File: src/rtl/demux5_pkg.sv
// rtl/demux5_pkg.sv - shared constants and types for the 1:5 demux collector
// Optional feature macro: DEMUX5_AUTOSEL_EN
package demux5_pkg;

    localparam int NSLOTS = 5;
    localparam int SEL_W  = 3;

    localparam logic [NSLOTS-1:0] FULL_MASK = 5'b11111;

    typedef enum logic {
        FILL = 1'b0,
        FULL = 1'b1
    } state_t;

endpackage

File: src/rtl/demux5_collect_if.sv
// rtl/demux5_collect_if.sv - beat input / word output handshake bundle
interface demux5_collect_if #(
    parameter int W = 1
);
    import demux5_pkg::*;

    logic [W-1:0]        in_data;
    logic [SEL_W-1:0]    s;
    logic                in_valid;
    logic                in_ready;
    logic [NSLOTS*W-1:0] out_data;
    logic                out_valid;
    logic                out_ready;
    logic                err;

    // Producer of beats and consumer of words
    modport master (
        output in_data,
        output s,
        output in_valid,
        input  in_ready,
        input  out_data,
        input  out_valid,
        output out_ready,
        input  err
    );

    // The collector itself
    modport slave (
        input  in_data,
        input  s,
        input  in_valid,
        output in_ready,
        output out_data,
        output out_valid,
        input  out_ready,
        output err
    );

endinterface

File: src/rtl/demux5_dec.sv
// rtl/demux5_dec.sv - 3-to-5 one-hot slot write-enable decoder
module demux5_dec
    import demux5_pkg::*;
(
    input  logic [SEL_W-1:0]  s,
    input  logic              en,
    output logic [NSLOTS-1:0] we,
    output logic              oor
);

    // One-hot enable for selects 0..4; selects 5..7 enable nothing and flag oor
    always_comb begin
        we  = '0;
        oor = 1'b0;
        if (en) begin
            case (s)
                3'd0:    we = 5'b00001;
                3'd1:    we = 5'b00010;
                3'd2:    we = 5'b00100;
                3'd3:    we = 5'b01000;
                3'd4:    we = 5'b10000;
                default: oor = 1'b1;
            endcase
        end
    end

endmodule

File: src/rtl/demux5_collect.sv
// rtl/demux5_collect.sv - 1:5 demux collector assembling five beats into one word
// Optional feature macro: DEMUX5_AUTOSEL_EN (internal slot pointer replaces s)
module demux5_collect
    import demux5_pkg::*;
#(
    parameter int W = 1
) (
    input  logic             clk,
    input  logic             reset_n,
    input  logic             clear,
    demux5_collect_if.slave  bus
);

    state_t              state_q;
    state_t              state_d;
    logic [NSLOTS-1:0]   mask_q;
    logic [NSLOTS-1:0]   mask_next;
    logic [NSLOTS*W-1:0] slots_q;
    logic [NSLOTS-1:0]   we;
    logic [SEL_W-1:0]    sel;
    logic                oor;
    logic                accept;
    logic                go_full;
    logic                handshake;

    // Beats are only taken while filling; state_q is used directly so that
    // accept never depends on the in_ready output
    assign accept    = bus.in_valid && (state_q == FILL);
    assign handshake = (state_q == FULL) && bus.out_ready;
    assign mask_next = mask_q | we;
    assign go_full   = accept && (mask_next == FULL_MASK);

`ifdef DEMUX5_AUTOSEL_EN
    logic [SEL_W-1:0] ptr_q;
    logic [SEL_W:0]   unused_autosel;

    assign sel            = ptr_q;
    assign unused_autosel = {oor, bus.s};

    // Slot pointer walks 0..4 on each accepted beat and wraps after slot 4
    always_ff @(posedge clk or negedge reset_n) begin
        if (!reset_n) begin
            ptr_q <= '0;
        end else if (clear) begin
            ptr_q <= '0;
        end else if (accept) begin
            ptr_q <= (ptr_q == 3'd4) ? 3'd0 : ptr_q + 3'd1;
        end
    end

    assign bus.err = 1'b0;
`else
    logic err_q;

    assign sel = bus.s;

    // Sticky flag for an accepted out-of-range select; only clear removes it
    always_ff @(posedge clk or negedge reset_n) begin
        if (!reset_n) begin
            err_q <= 1'b0;
        end else if (clear) begin
            err_q <= 1'b0;
        end else if (oor) begin
            err_q <= 1'b1;
        end
    end

    assign bus.err = err_q;
`endif

    demux5_dec u_dec (
        .s   (sel),
        .en  (accept),
        .we  (we),
        .oor (oor)
    );

    // State register
    always_ff @(posedge clk or negedge reset_n) begin
        if (!reset_n) begin
            state_q <= FILL;
        end else begin
            state_q <= state_d;
        end
    end

    // Next state and handshake outputs; clear wins over fill and handshake
    always_comb begin
        state_d       = state_q;
        bus.in_ready  = 1'b0;
        bus.out_valid = 1'b0;
        case (state_q)
            FILL: begin
                bus.in_ready = 1'b1;
                if (go_full) begin
                    state_d = FULL;
                end
            end
            FULL: begin
                bus.out_valid = 1'b1;
                if (bus.out_ready) begin
                    state_d = FILL;
                end
            end
            default: state_d = FILL;
        endcase
        if (clear) begin
            state_d = FILL;
        end
    end

    // Written-slot mask; emptied when the word is handed off or flushed
    always_ff @(posedge clk or negedge reset_n) begin
        if (!reset_n) begin
            mask_q <= '0;
        end else if (clear || handshake) begin
            mask_q <= '0;
        end else begin
            mask_q <= mask_next;
        end
    end

    // Slot registers; last write to a slot wins, handoff leaves contents intact
    always_ff @(posedge clk or negedge reset_n) begin
        if (!reset_n) begin
            slots_q <= '0;
        end else if (clear) begin
            slots_q <= '0;
        end else begin
            for (int i = 0; i < NSLOTS; i++) begin
                if (we[i]) begin
                    slots_q[i*W +: W] <= bus.in_data;
                end
            end
        end
    end

    assign bus.out_data = slots_q;

endmodule

File: src/flat_wrapper.sv
// flat-port wrapper written by rule: the top's interface ports become plain ports
module demux5_collect_flat import demux5_pkg::*;
#(
    parameter int W = 1
)
  (clk, reset_n, clear, bus_in_data, bus_s, bus_in_valid, bus_in_ready, bus_out_data, bus_out_valid, bus_out_ready, bus_err);
  demux5_collect_if #(.W(W)) bus_i ();
  input  logic clk;
  input  logic reset_n;
  input  logic clear;
  input wire logic [$bits(bus_i.in_data)-1:0] bus_in_data;
  input wire logic [$bits(bus_i.s)-1:0] bus_s;
  input wire logic [$bits(bus_i.in_valid)-1:0] bus_in_valid;
  output wire logic [$bits(bus_i.in_ready)-1:0] bus_in_ready;
  output wire logic [$bits(bus_i.out_data)-1:0] bus_out_data;
  output wire logic [$bits(bus_i.out_valid)-1:0] bus_out_valid;
  input wire logic [$bits(bus_i.out_ready)-1:0] bus_out_ready;
  output wire logic [$bits(bus_i.err)-1:0] bus_err;
  assign bus_i.in_data = bus_in_data;
  assign bus_i.s = bus_s;
  assign bus_i.in_valid = bus_in_valid;
  assign bus_in_ready = bus_i.in_ready;
  assign bus_out_data = bus_i.out_data;
  assign bus_out_valid = bus_i.out_valid;
  assign bus_i.out_ready = bus_out_ready;
  assign bus_err = bus_i.err;
  demux5_collect #(.W(W)) u_core (.clk(clk), .reset_n(reset_n), .clear(clear), .bus(bus_i));
endmodule
File: config.mk
export PLATFORM = sky130hd
export DESIGN_NAME = demux5_collect_flat
export DESIGN_NICKNAME = d
export VERILOG_FILES = /design/src/rtl/demux5_pkg.sv /design/src/rtl/demux5_collect_if.sv /design/src/rtl/demux5_dec.sv /design/src/rtl/demux5_collect.sv /design/src/flat_wrapper.sv
export SDC_FILE = /design/constraint.sdc
export NUM_CORES = 1
export LEC_CHECK = 0
export BUFFER_PORTS_ARGS = -buffer_cell sky130_fd_sc_hd__clkbuf_2
export CAP_MARGIN = 20
export CORE_MARGIN = 5
export CORE_UTILIZATION = 43
export DETAILED_ROUTE_END_ITERATION = 8
export MAX_ROUTING_LAYER = met4
export PLACE_DENSITY = 0.81
export SYNTH_ARGS = -nofsm -noshare
export SYNTH_HDL_FRONTEND = slang
export SYNTH_SLANG_ARGS = --single-unit
File: constraint.sdc
create_clock -name clk -period 1.5 [get_ports clk]
set_input_delay 0.375 -clock clk [delete_from_list [all_inputs] [get_ports clk]]
set_output_delay 0.375 -clock clk [all_outputs]
set_load 0.02 [all_outputs]
==> results of run 1 <==
-- cell usage after synthesis, drive strengths merged --
cell type and count:
dfrtp 12, nand2 4, a22oi 2, nor2 11
nor2b 2, mux2i 3, mux2 2, a21oi 6
a31oi 2, and4bb 1, or4b 1, nand3 3
a21o 1, and3b 1, buf 1, inv 3
nor4b 1
-- worst max-delay path by stage --
| stage | cells past startpoint | slack [ns] | to | startpoint |
|---|---|---|---|---|
| 2_1_floorplan | 4 | -0.07 | u_core.state_q$_DFF_PN0_ | u_core.state_q$_DFF_PN0_ |
| 3_3_place_gp | 5 | -0.05 | u_core.state_q$_DFF_PN0_ | bus_s[2] |
| 3_5_place_dp | 5 | -0.10 | u_core.state_q$_DFF_PN0_ | bus_s[1] |
| 4_1_cts | 4 | -0.03 | u_core.state_q$_DFF_PN0_ | u_core.state_q$_DFF_PN0_ |
| 5_1_grt | 4 | -0.10 | u_core.state_q$_DFF_PN0_ | u_core.state_q$_DFF_PN0_ |
| 6_report | 4 | -0.08 | u_core.state_q$_DFF_PN0_ | u_core.state_q$_DFF_PN0_ |
-- sequential cells by signal, summed over array words and instances (netlist names) --
name	flops
u_core.mask_q	5
u_core.bus.err	1
u_core.bus.out_data	5
u_core.state_q	1
-- per-stage QoR --
step                utilization, %  cells  instance area, um2  total power [W]
floorplan                        -     56                 581         0.000383
global placement              57.7     95                 742         0.000426
detailed placement            57.7     95                 742         0.000429
CTS                           62.4    101                 802         0.000646
global route                  63.8    101                 820         0.000677
finish                        63.8    101                 820         0.000648
-- metal layers --
metal / share of wire [%] / vias up
met5: 0 / -
met4: 2.5 / 0
met3: 3.9 / 5
met2: 52 / 18
met1: 42 / 261
li1: - / 258
-- power breakdown --
group / switching, W / total, W / internal [W]
clock: 0.000114 / 0.000217 / 0.000103
combinational: 0.0000508 / 0.0000920 / 0.0000412
sequential: 0.00000625 / 0.000338 / 0.000332
-- cell families (layout without fill, tap and decap cells) --
logic type,Yosys count,count (layout),synth area share [%]
and+or+nand+nor,24,24,24.2
DFF,12,12,51.8
AOI/OAI and AO/OA,11,11,12.1
muxes,5,5,9.07
buffers and inverters,4,34,2.81
-- what timing repair did --
| item | in CTS | in global routing |
|---|---|---|
| pin swaps | 1 | 0 |
| endpoints found under the hold margin | 12 | 0 |
| buffers inserted | 1 | 0 |
| setup endpoints to repair | 2 | 5 |
| gates resized for setup | 5 | 6 |
| hold buffers | 1 | 0 |
-- worst max-delay path, cell delays in order, from the launching register on --
cell,delay (ns)
dfrtp_2,0.45
nor4b_4,0.29
a22oi_1,0.11
or4b_1,0.51
a21oi_1,0.14
-- area by class of cell --
| class | count | area [um2] |
|---|---|---|
| clock buffer | 4 | 26.3 |
| fill | 97 | 465 |
| tap | 15 | 18.8 |
| sequential | 12 | 302 |
| multi-input combinational | 40 | 273 |
| timing repair buffer | 27 | 186 |
| inverter | 3 | 13.8 |
==> results.toml, run 1 <==
[run_status]
status = "finished, violations left"
violations = "negative setup slack"

[cts]
clk_pin_slew_ns = 0.08
clock_sinks = 12
cts_htree_levels = 1
clock_path_buffers = 2
ctsRootBufferMaster = "clkbuf_4"
insertion_delay_ns = 0.28
cts_tree = "yes"
cts_made_buffers = 3

[drt]
drtIter0Drc = 14
vias_per_cell = 5.37
vias = 542
dr.pass1.iters = 3
drc = 0
routedWlPerCell_um = 14.8
routed_wl_mm = 1.50
ant_nets = 0

[timing]
fin_hold_ws_ns = 0.352
max_slew_margin_pct = 80.3
finalCritPeriodShare_pct = 105
finClkSkew_ns = 0.00600
setup-violations-final = 1
setup_slack_ns = -0.0755
hold_viol_final = 0
rsz0062_at_grt = "true"
fin_crit_ns = 1.58
setup_tns_ns = -0.0755
worst_pin_slew_ns = 0.295
max_freq_mhz = 635
finalMaxSlewViolations = 0

[synthesis]
synth.top_cell.area_share_pct = 51.8
syn_nets = 65
yosysUniqueCellTypes = 18
synth_cells = 56
syn_area_um2 = 579
avgSynthCellArea_um2 = 10.3
synth_top_cell_by_area = "dfrtp_1"
ys_warn_count = 0
synth.area.top_cells = "dfrtp_1 (52%), nor2_1 (7.1%), a21oi_1 (5.2%), mux2i_1 (5.2%), nor4b_4 (4.1%)"
ys_ff_latch = 12
synth_seq_area_share_pct = 51.8

[grt]
antenna_found_initial = 0
grt_pass1_wl_mm = 2.45
top_usage_layer = "met2"
use_met2_pct = 28.0
grt.overflow.total = 0
grt_usage_pct = 17.4
grt_max_degree = 13
met1_usage_pct = 19.8
grt_pass1_vias = 572
use_met3_pct = 3.13

[placed_design]
dp_hpwl_um = 988
io_buffers = 16
pre_cts_ws_ns = -0.102
gp_congestion = 0.851

[finish]
insertedDiodeCount = 0
syn_to_final_growth_pct = 41.5
layout_common_cells = "clkbuf_2 (15), nor2_1 (11), dfrtp_1 (11), buf_4 (7), a21oi_1 (6)"
final_layout_size_suffix_gt1_share_pct = 45.3
nNetsFinal = 96
final_common_cell = "clkbuf_2"

[floorplan]
die_h_um = 46.7
core_um2 = 1280
die_width_um = 46.7
row_count = 13
die_area_um2 = 2180
start_util_pct = 45.1
ioPinCount = 17

[setup_path]
r2r_cells = 4
critPathRequiredTime_ns = 1.71
r2r_end = "u_core.state_q$_DFF_PN0_"
crit_type = "reg -> reg"
critPathArrivalTime_ns = 1.78
crit_fanout = 3
ff2ff_setup_slack_ns = -0.08
cp-start-kind = "flip-flop"
rr_startpoint = "u_core.state_q$_DFF_PN0_"
endpoint_kind = "flip-flop"

[pwr]
leakage_nw = 0.407
vdd_drop_max_mv = 0.634
power-per-cell-area_nw_per_um2 = 790

[worst_hold_path]
hold_start = "clear"
hp-class = "in -> reg"
holdPathEnd = "u_core.bus.out_data[1]$_DFFE_PN0P_"
whs_path_depth = 2

[run]
cap_violations = 0
Power figures use the tool's default switching activity.
==> inputs of run 2 (changes only) <==
--- a/config.mk
+++ b/config.mk
@@ -7,11 +7,12 @@
 export LEC_CHECK = 0
 export BUFFER_PORTS_ARGS = -buffer_cell sky130_fd_sc_hd__clkbuf_2
 export CAP_MARGIN = 20
-export CORE_MARGIN = 5
-export CORE_UTILIZATION = 43
+export CORE_AREA = 5 5 42 44
 export DETAILED_ROUTE_END_ITERATION = 8
+export DIE_AREA = 0 0 47 49
 export MAX_ROUTING_LAYER = met4
-export PLACE_DENSITY = 0.81
+export PLACE_DENSITY = 0.77
 export SYNTH_ARGS = -nofsm -noshare
 export SYNTH_HDL_FRONTEND = slang
+export SYNTH_HIERARCHICAL = 1
 export SYNTH_SLANG_ARGS = --single-unit
==> results.toml, run 2 <==
[placed_design]
dp_hpwl_mm = 1.04
gp_congestion = 0.801
placed_area_um2 = 707
io_buffers = 16

[synthesis]
ys_ff_latch = 12
synthXorXnorAreaFrac_pct = 0
synth_seq_area_share_pct = 56.7
syn_nets = 56
synth.top_cell.area_share_pct = 56.7
synthArstFlopShare_pct = 100
synth_top_family_by_area = "simple AND/OR/NAND/NOR gates"
synth.area.top_cells = "dfrtp_1 (57%), nor2_1 (12%), mux2i_1 (9.5%), and4bb_2 (7.1%), nor4b_2 (2.8%)"
synthMuxAreaShare_pct = 9.46
avgSynthCellArea_um2 = 11.3
synth-simple-area-share_pct = 26.7
synth_flop_cell = "dfrtp_1"
syn_area_um2 = 529
synth-edff-count = 0
synth_cells = 47
synth_common_cells = "nor2_1 (17), dfrtp_1 (12), mux2i_1 (5), and4bb_2 (3)"
synth_top_cell_by_area = "dfrtp_1"
synth-compound-area-share_pct = 6.38
synth_adder_area_share_pct = 0
yosysUniqueCellTypes = 14
yosysMostFrequentCell = "nor2_1"
ys_warn_count = 6

[finish]
final_common_cell = "nor2_1"
layout_common_cells = "nor2_1 (16), clkbuf_2 (15), buf_4 (11), dfrtp_1 (11), mux2i_1 (5)"
design_area_um2 = 795
final_util_pct = 56.7
insertedDiodeCount = 0
fillCellCount = 133
final_layout_size_suffix_gt1_share_pct = 53.2
multi_input_area_um2 = 251
nNetsFinal = 89
seq_area_um2 = 302
syn_to_final_growth_pct = 50.1

[timing]
max_slew_margin_pct = 80.1
setup_slack_ns = -0.155
hold_viol_final = 0
finClkSkew_ns = 0.00109
setup_tns_ns = -0.155
fin_crit_ns = 1.65
finalCritPeriodShare_pct = 110
max_freq_mhz = 604
worst_pin_slew_ns = 0.298
finalMaxSlewViolations = 0
setup-violations-final = 1
rsz0062_at_grt = "true"

[pwr]
seq_power_share_pct = 49.5
p_int_w = 0.000519
p_comb_share_pct = 12.5
vdd_drop_max_mv = 0.503
power-per-cell-area_nw_per_um2 = 857
pwr-share-clk_pct = 38.1
switching_share_pct = 23.8
leakage_nw = 0.410
power.switching_w = 0.000162

[cts]
ctsRootBufferMaster = "clkbuf_4"
clk_pin_slew_ns = 0.08
insertion_delay_ns = 0.27
clock_path_buffers = 2
clock_sinks = 12
cts_made_buffers = 3
cts_htree_levels = 1
cts_tree = "yes"

[run_status]
status = "finished, violations left"
violations = "negative setup slack"

[drt]
drc = 0
vias_per_cell = 5.13
routedWlPerCell_um = 14.8
ant_nets = 0
vias = 487
drtIter0Drc = 8
routed_wl_mm = 1.41
dr.pass1.iters = 4

[grt]
antenna_found_initial = 0
grt_usage_pct = 14.7
grt_pass1_wl_mm = 2.37
grt_max_degree = 13
grt.overflow.total = 0
grt_pass1_vias = 501

[worst_hold_path]
hp-class = "in -> reg"
whs_path_depth = 2

[setup_path]
crit_fanout = 6
crit_type = "reg -> reg"
r2r_cells = 5
cp-start-kind = "flip-flop"
critPathArrivalTime_ns = 1.86
endpoint_kind = "flip-flop"
critPathRequiredTime_ns = 1.70

[floorplan]
row_count = 14
die_h_um = 49
ioPinCount = 17
core_um2 = 1400
start_util_pct = 37.8
die_width_um = 47
die_area_um2 = 2300

[run]
cap_violations = 0
-- run 2: cell count changes in the layout (fill, tap and decap cells not counted), moves of 3 or more --
cell     before  now
buf_4         7   11
a21oi_1       6    0
nand2_1       4    0
nor2_1       11   16
nand3_1       3    0
-- run 2: worst paths after layout --
check | startpoint | to | slack, ns
setup / recovery | u_core/state_q$_DFF_PN0_ | u_core/state_q$_DFF_PN0_ | -0.15
hold / removal | clear | u_core/bus.out_data[2]$_DFFE_PN0P_ | 0.37
setup reg to reg | u_core/state_q$_DFF_PN0_ | u_core/state_q$_DFF_PN0_ | -0.15
hold reg to reg | u_core/mask_q[1]$_DFF_PN0_ | u_core/mask_q[1]$_DFF_PN0_ | 0.51
max in group asynchronous | reset_n | u_core/state_q$_DFF_PN0_ | 0.73
min in group asynchronous | reset_n | u_core/bus.err$_DFFE_PN0P_ | 0.52
-- run 2: area by class of cell --
type | instances | area share [%]
Sequential cell | 12 | 38.0
Timing Repair Buffer | 28 | 22.5
Multi-Input combinational cell | 34 | 31.7
Inverter | 1 | 0.787
Tap cell | 16 | 2.52
Clock buffer | 4 | 4.57
-- run 2: per-stage QoR --
step	power (W)	worst slack, ns	instances	hold slack [ns]
after floorplan	0.000376	-0.0959	47	0.0794
after global placement	0.000419	-0.143	87	0.267
after detailed placement	0.000423	-0.219	87	0.278
after CTS	0.000693	-0.153	92	0.359
after global routing	0.000716	-0.217	95	0.372
final	0.000681	-0.155	95	0.369
-- run 2: logic make-up after synthesis --
| kind of cell | after synthesis |
|---|---|
| and+or+nand+nor | 24 |
| DFF | 12 |
| AOI/OAI and AO/OA | 5 |
| muxes | 5 |
| buffers and inverters | 1 |
-- run 2: what timing repair did --
action                                  in CTS  in global routing
setup buffers                                0                  4
pin swaps                                    0                  4
hold endpoints to repair                    12                  0
resized for setup                            0                  8
endpoints found under the setup margin       1                  2
hold buffers                                 1                  0
-- run 2: worst max-delay path: stages, from the launching register on --
cell and delay (ns):
dfrtp_2 0.43, nor2b_4 0.16, and4bb_2 0.28, nor2_2 0.05, or4_4 0.51, a21oi_2 0.15
-- run 2: power groups by stage --
stage                     registers [W]   logic, W  clock network (W)
after CTS                      0.000337  0.0000828           0.000273
final                          0.000337  0.0000848           0.000259
after detailed placement       0.000343  0.0000800                  0
after global routing           0.000338  0.0000928           0.000285
after floorplan                0.000348  0.0000282                  0
after global placement         0.000342  0.0000767                  0
-- run 2: routing by layer --
metal / track usage [%] / routed length [um] / share of wire [%] / up-vias
met1: 17.3 / 551 / 39 / 234
met4: 8.29 / 40 / 2.8 / 0
met5: - / 0 / 0 / -
met2: 22.6 / 744 / 53 / 16
li1: - / - / - / 231
met3: 2.58 / 70 / 5.0 / 6
==> inputs of run 3 (changes only) <==
--- a/config.mk
+++ b/config.mk
@@ -5,13 +5,14 @@
 export SDC_FILE = /design/constraint.sdc
 export NUM_CORES = 1
 export LEC_CHECK = 0
+export ABC_AREA = 1
 export BUFFER_PORTS_ARGS = -buffer_cell sky130_fd_sc_hd__clkbuf_2
 export CAP_MARGIN = 20
 export CORE_AREA = 5 5 42 44
 export DETAILED_ROUTE_END_ITERATION = 8
 export DIE_AREA = 0 0 47 49
 export MAX_ROUTING_LAYER = met4
-export PLACE_DENSITY = 0.77
+export PLACE_DENSITY = 0.76
 export SYNTH_ARGS = -nofsm -noshare
 export SYNTH_HDL_FRONTEND = slang
 export SYNTH_HIERARCHICAL = 1
==> results.toml, run 3 <==
[drt]
dr.pass1.iters = 4
routed_wl_mm = 1.04
met1Wirelength_um = 480
met2_length_um = 439
vias_per_cell = 4.57
dr_wl_met3_um = 77
vias = 448
drtIter0Drc = 8
drc = 0
highest_layer = "met4"
routedWlPerCell_um = 10.6
ant_nets = 0

[cts]
clock_sinks = 12
cts_htree_levels = 1
ctsRootBufferMaster = "clkbuf_4"
postCtsSetupRepairBufs = 0
clk_pin_slew_ns = 0.06
cts_tree = "yes"
clock_path_buffers = 2
insertion_delay_ns = 0.26
cts_made_buffers = 3

[setup_path]
critPathTopFamily = "simple AND/OR/NAND/NOR gates"
crit_top_cell = "nor2_1"
rr_startpoint = "u_core/state_q$_DFF_PN0_"
startpoint = "u_core/state_q$_DFF_PN0_"
critPathArrivalTime_ns = 1.55
crit_buf_inv = 0
crit_fanout = 4
critPathRequiredTime_ns = 1.70
crit_chain = "nor2_2 > nand2_1 > nor2_1 > nor2_1 > nor2_1 > nand3_1 > a21oi_2"
endpoint_kind = "flip-flop"
cp-start-kind = "flip-flop"
crit_type = "reg -> reg"
cpPeakStageDelay_ns = 0.42
cp_slowest_cell = "dfrtp_1"
ff2ff_setup_slack_ns = 0.15

[worst_hold_path]
hold_start = "clear"
hp-class = "in -> reg"

[timing]
fin_crit_ns = 1.35
fin_hold_ws_ns = 0.289
finClkSkew_ns = 0.00175
finalCritPeriodShare_pct = 90.2
max_freq_mhz = 739
worst_pin_slew_ns = 0.285
finalMaxSlewViolations = 0
setup-violations-final = 0
setup_slack_ns = 0.147
max_slew_margin_pct = 81.0
hold_viol_final = 0

[run_status]
status = "complete, no violations"

[synthesis]
syn_nets = 71
synth_common_cells = "nor2_1 (22), dfrtp_1 (12), nand2_1 (8), inv_1 (6)"
synth.top_cell.area_share_pct = 59.0
synth.area.top_cells = "dfrtp_1 (59%), nor2_1 (16%), nand2_1 (5.9%), a21oi_1 (4.9%), o21ai_0 (4.9%)"
syn_area_um2 = 509
synth_cells = 62
ys_warn_count = 6
synth_flop_cell = "dfrtp_1"
avgSynthCellArea_um2 = 8.21
ys_ff_latch = 12
yosysUniqueCellTypes = 10
synth_seq_area_share_pct = 59.0
yosysMostFrequentCell = "nor2_1"
synth_top_cell_by_area = "dfrtp_1"
synthArstFlopShare_pct = 100
synth-edff-count = 0

[finish]
design_area_um2 = 644
insertedDiodeCount = 0
syn_to_final_growth_pct = 26.5
layout_common_cells = "nor2_1 (21), clkbuf_2 (16), dfrtp_1 (12), nand2_1 (8), inv_1 (6)"
stdcell_count = 98
nNetsFinal = 93
final_common_cell = "nor2_1"
final_layout_size_suffix_gt1_share_pct = 28.0

[pwr]
power-per-cell-area_nw_per_um2 = 922
leakage_nw = 0.351
power_w = 0.000594
vdd_drop_max_mv = 0.441

[floorplan]
core_um2 = 1400
row_count = 14
die_width_um = 47
die_h_um = 49
ioPinCount = 17
start_util_pct = 36.3
die_area_um2 = 2300

[grt]
grt_pass1_wl_mm = 1.76
grt.overflow.total = 0
grt_usage_pct = 11.1
grt_pass1_vias = 426
antenna_found_initial = 0
grt_max_degree = 13

[run]
cap_violations = 0

[placed_design]
pre_cts_ws_ns = 0.0202
gp_congestion = 0.801
dp_hpwl_um = 841
placed_cells = 94
io_buffers = 16
placed_area_um2 = 609
run 3: cell count changes in the layout (fill, tap and decap cells not counted), sizes merged, moves of 3 or more:
cell	delta
nor2	+6
buf	-12
inv	+6
mux2i	-5
nand2	+8
a21oi	+5
o21ai	+4
and4bb	-3
run 3: power by group:
part / switching [W] / internal, W / total (W)
clock: 0.0000914 / 0.0000928 / 0.000184
sequential: 0.00000384 / 0.000334 / 0.000338
combinational: 0.0000473 / 0.0000247 / 0.0000719
total: 0.000142 / 0.000451 / 0.000594
run 3: final timing paths:
check | endpoint | cells past startpoint
max | u_core/state_q$_DFF_PN0_ | 7
min | u_core/bus.err$_DFFE_PN0P_ | 2
max reg2reg | u_core/state_q$_DFF_PN0_ | 7
min reg2reg | u_core/mask_q[2]$_DFF_PN0_ | 2
max in group asynchronous | u_core/bus.err$_DFFE_PN0P_ | 2
min in group asynchronous | u_core/bus.out_data[2]$_DFFE_PN0P_ | 2
run 3: metal layers:
metal / global-route usage [%] / up-vias
met5: - / -
met4: 9.68 / 0
met3: 2.21 / 4
met2: 14.7 / 13
met1: 13.8 / 196
li1: - / 235
run 3: through the flow:
step	utilization (%)	setup TNS (ns)
finish	46.0	0
floorplan	-	0
global route	46.0	-0.00448
global placement	43.5	0
CTS	45.8	0
detailed placement	43.5	0
run 3: timing repair:
action | CTS | global route
hold endpoints to repair | 12 | 0
resized for setup | 0 | 1
endpoints found under the setup margin | 0 | 1
hold buffers | 1 | 0
run 3: cells by family after synthesis:
logic type / count (synthesis) / synth area share (%)
AOI/OAI and AO/OA: 11 / 11.5
and+or+nand+nor: 32 / 24.3
DFF: 12 / 59.0
buffers and inverters: 7 / 5.16
run 3: cell type report:
cell class                      count  area [um2]
Fill cell                         157         757
Inverter                            7        26.3
Multi-Input combinational cell     43         185
Sequential cell                    12         300
Timing Repair Buffer               17        90.1
Tap cell                           16        20.0
Clock buffer                        3        22.5
run 3: worst reg2reg max path, cell delays in order, from the launching register on:
cell,delay [ns]
dfrtp_1,0.42
nor2_2,0.17
nand2_1,0.09
nor2_1,0.18
nor2_1,0.09
nor2_1,0.12
nand3_1,0.10
a21oi_2,0.12
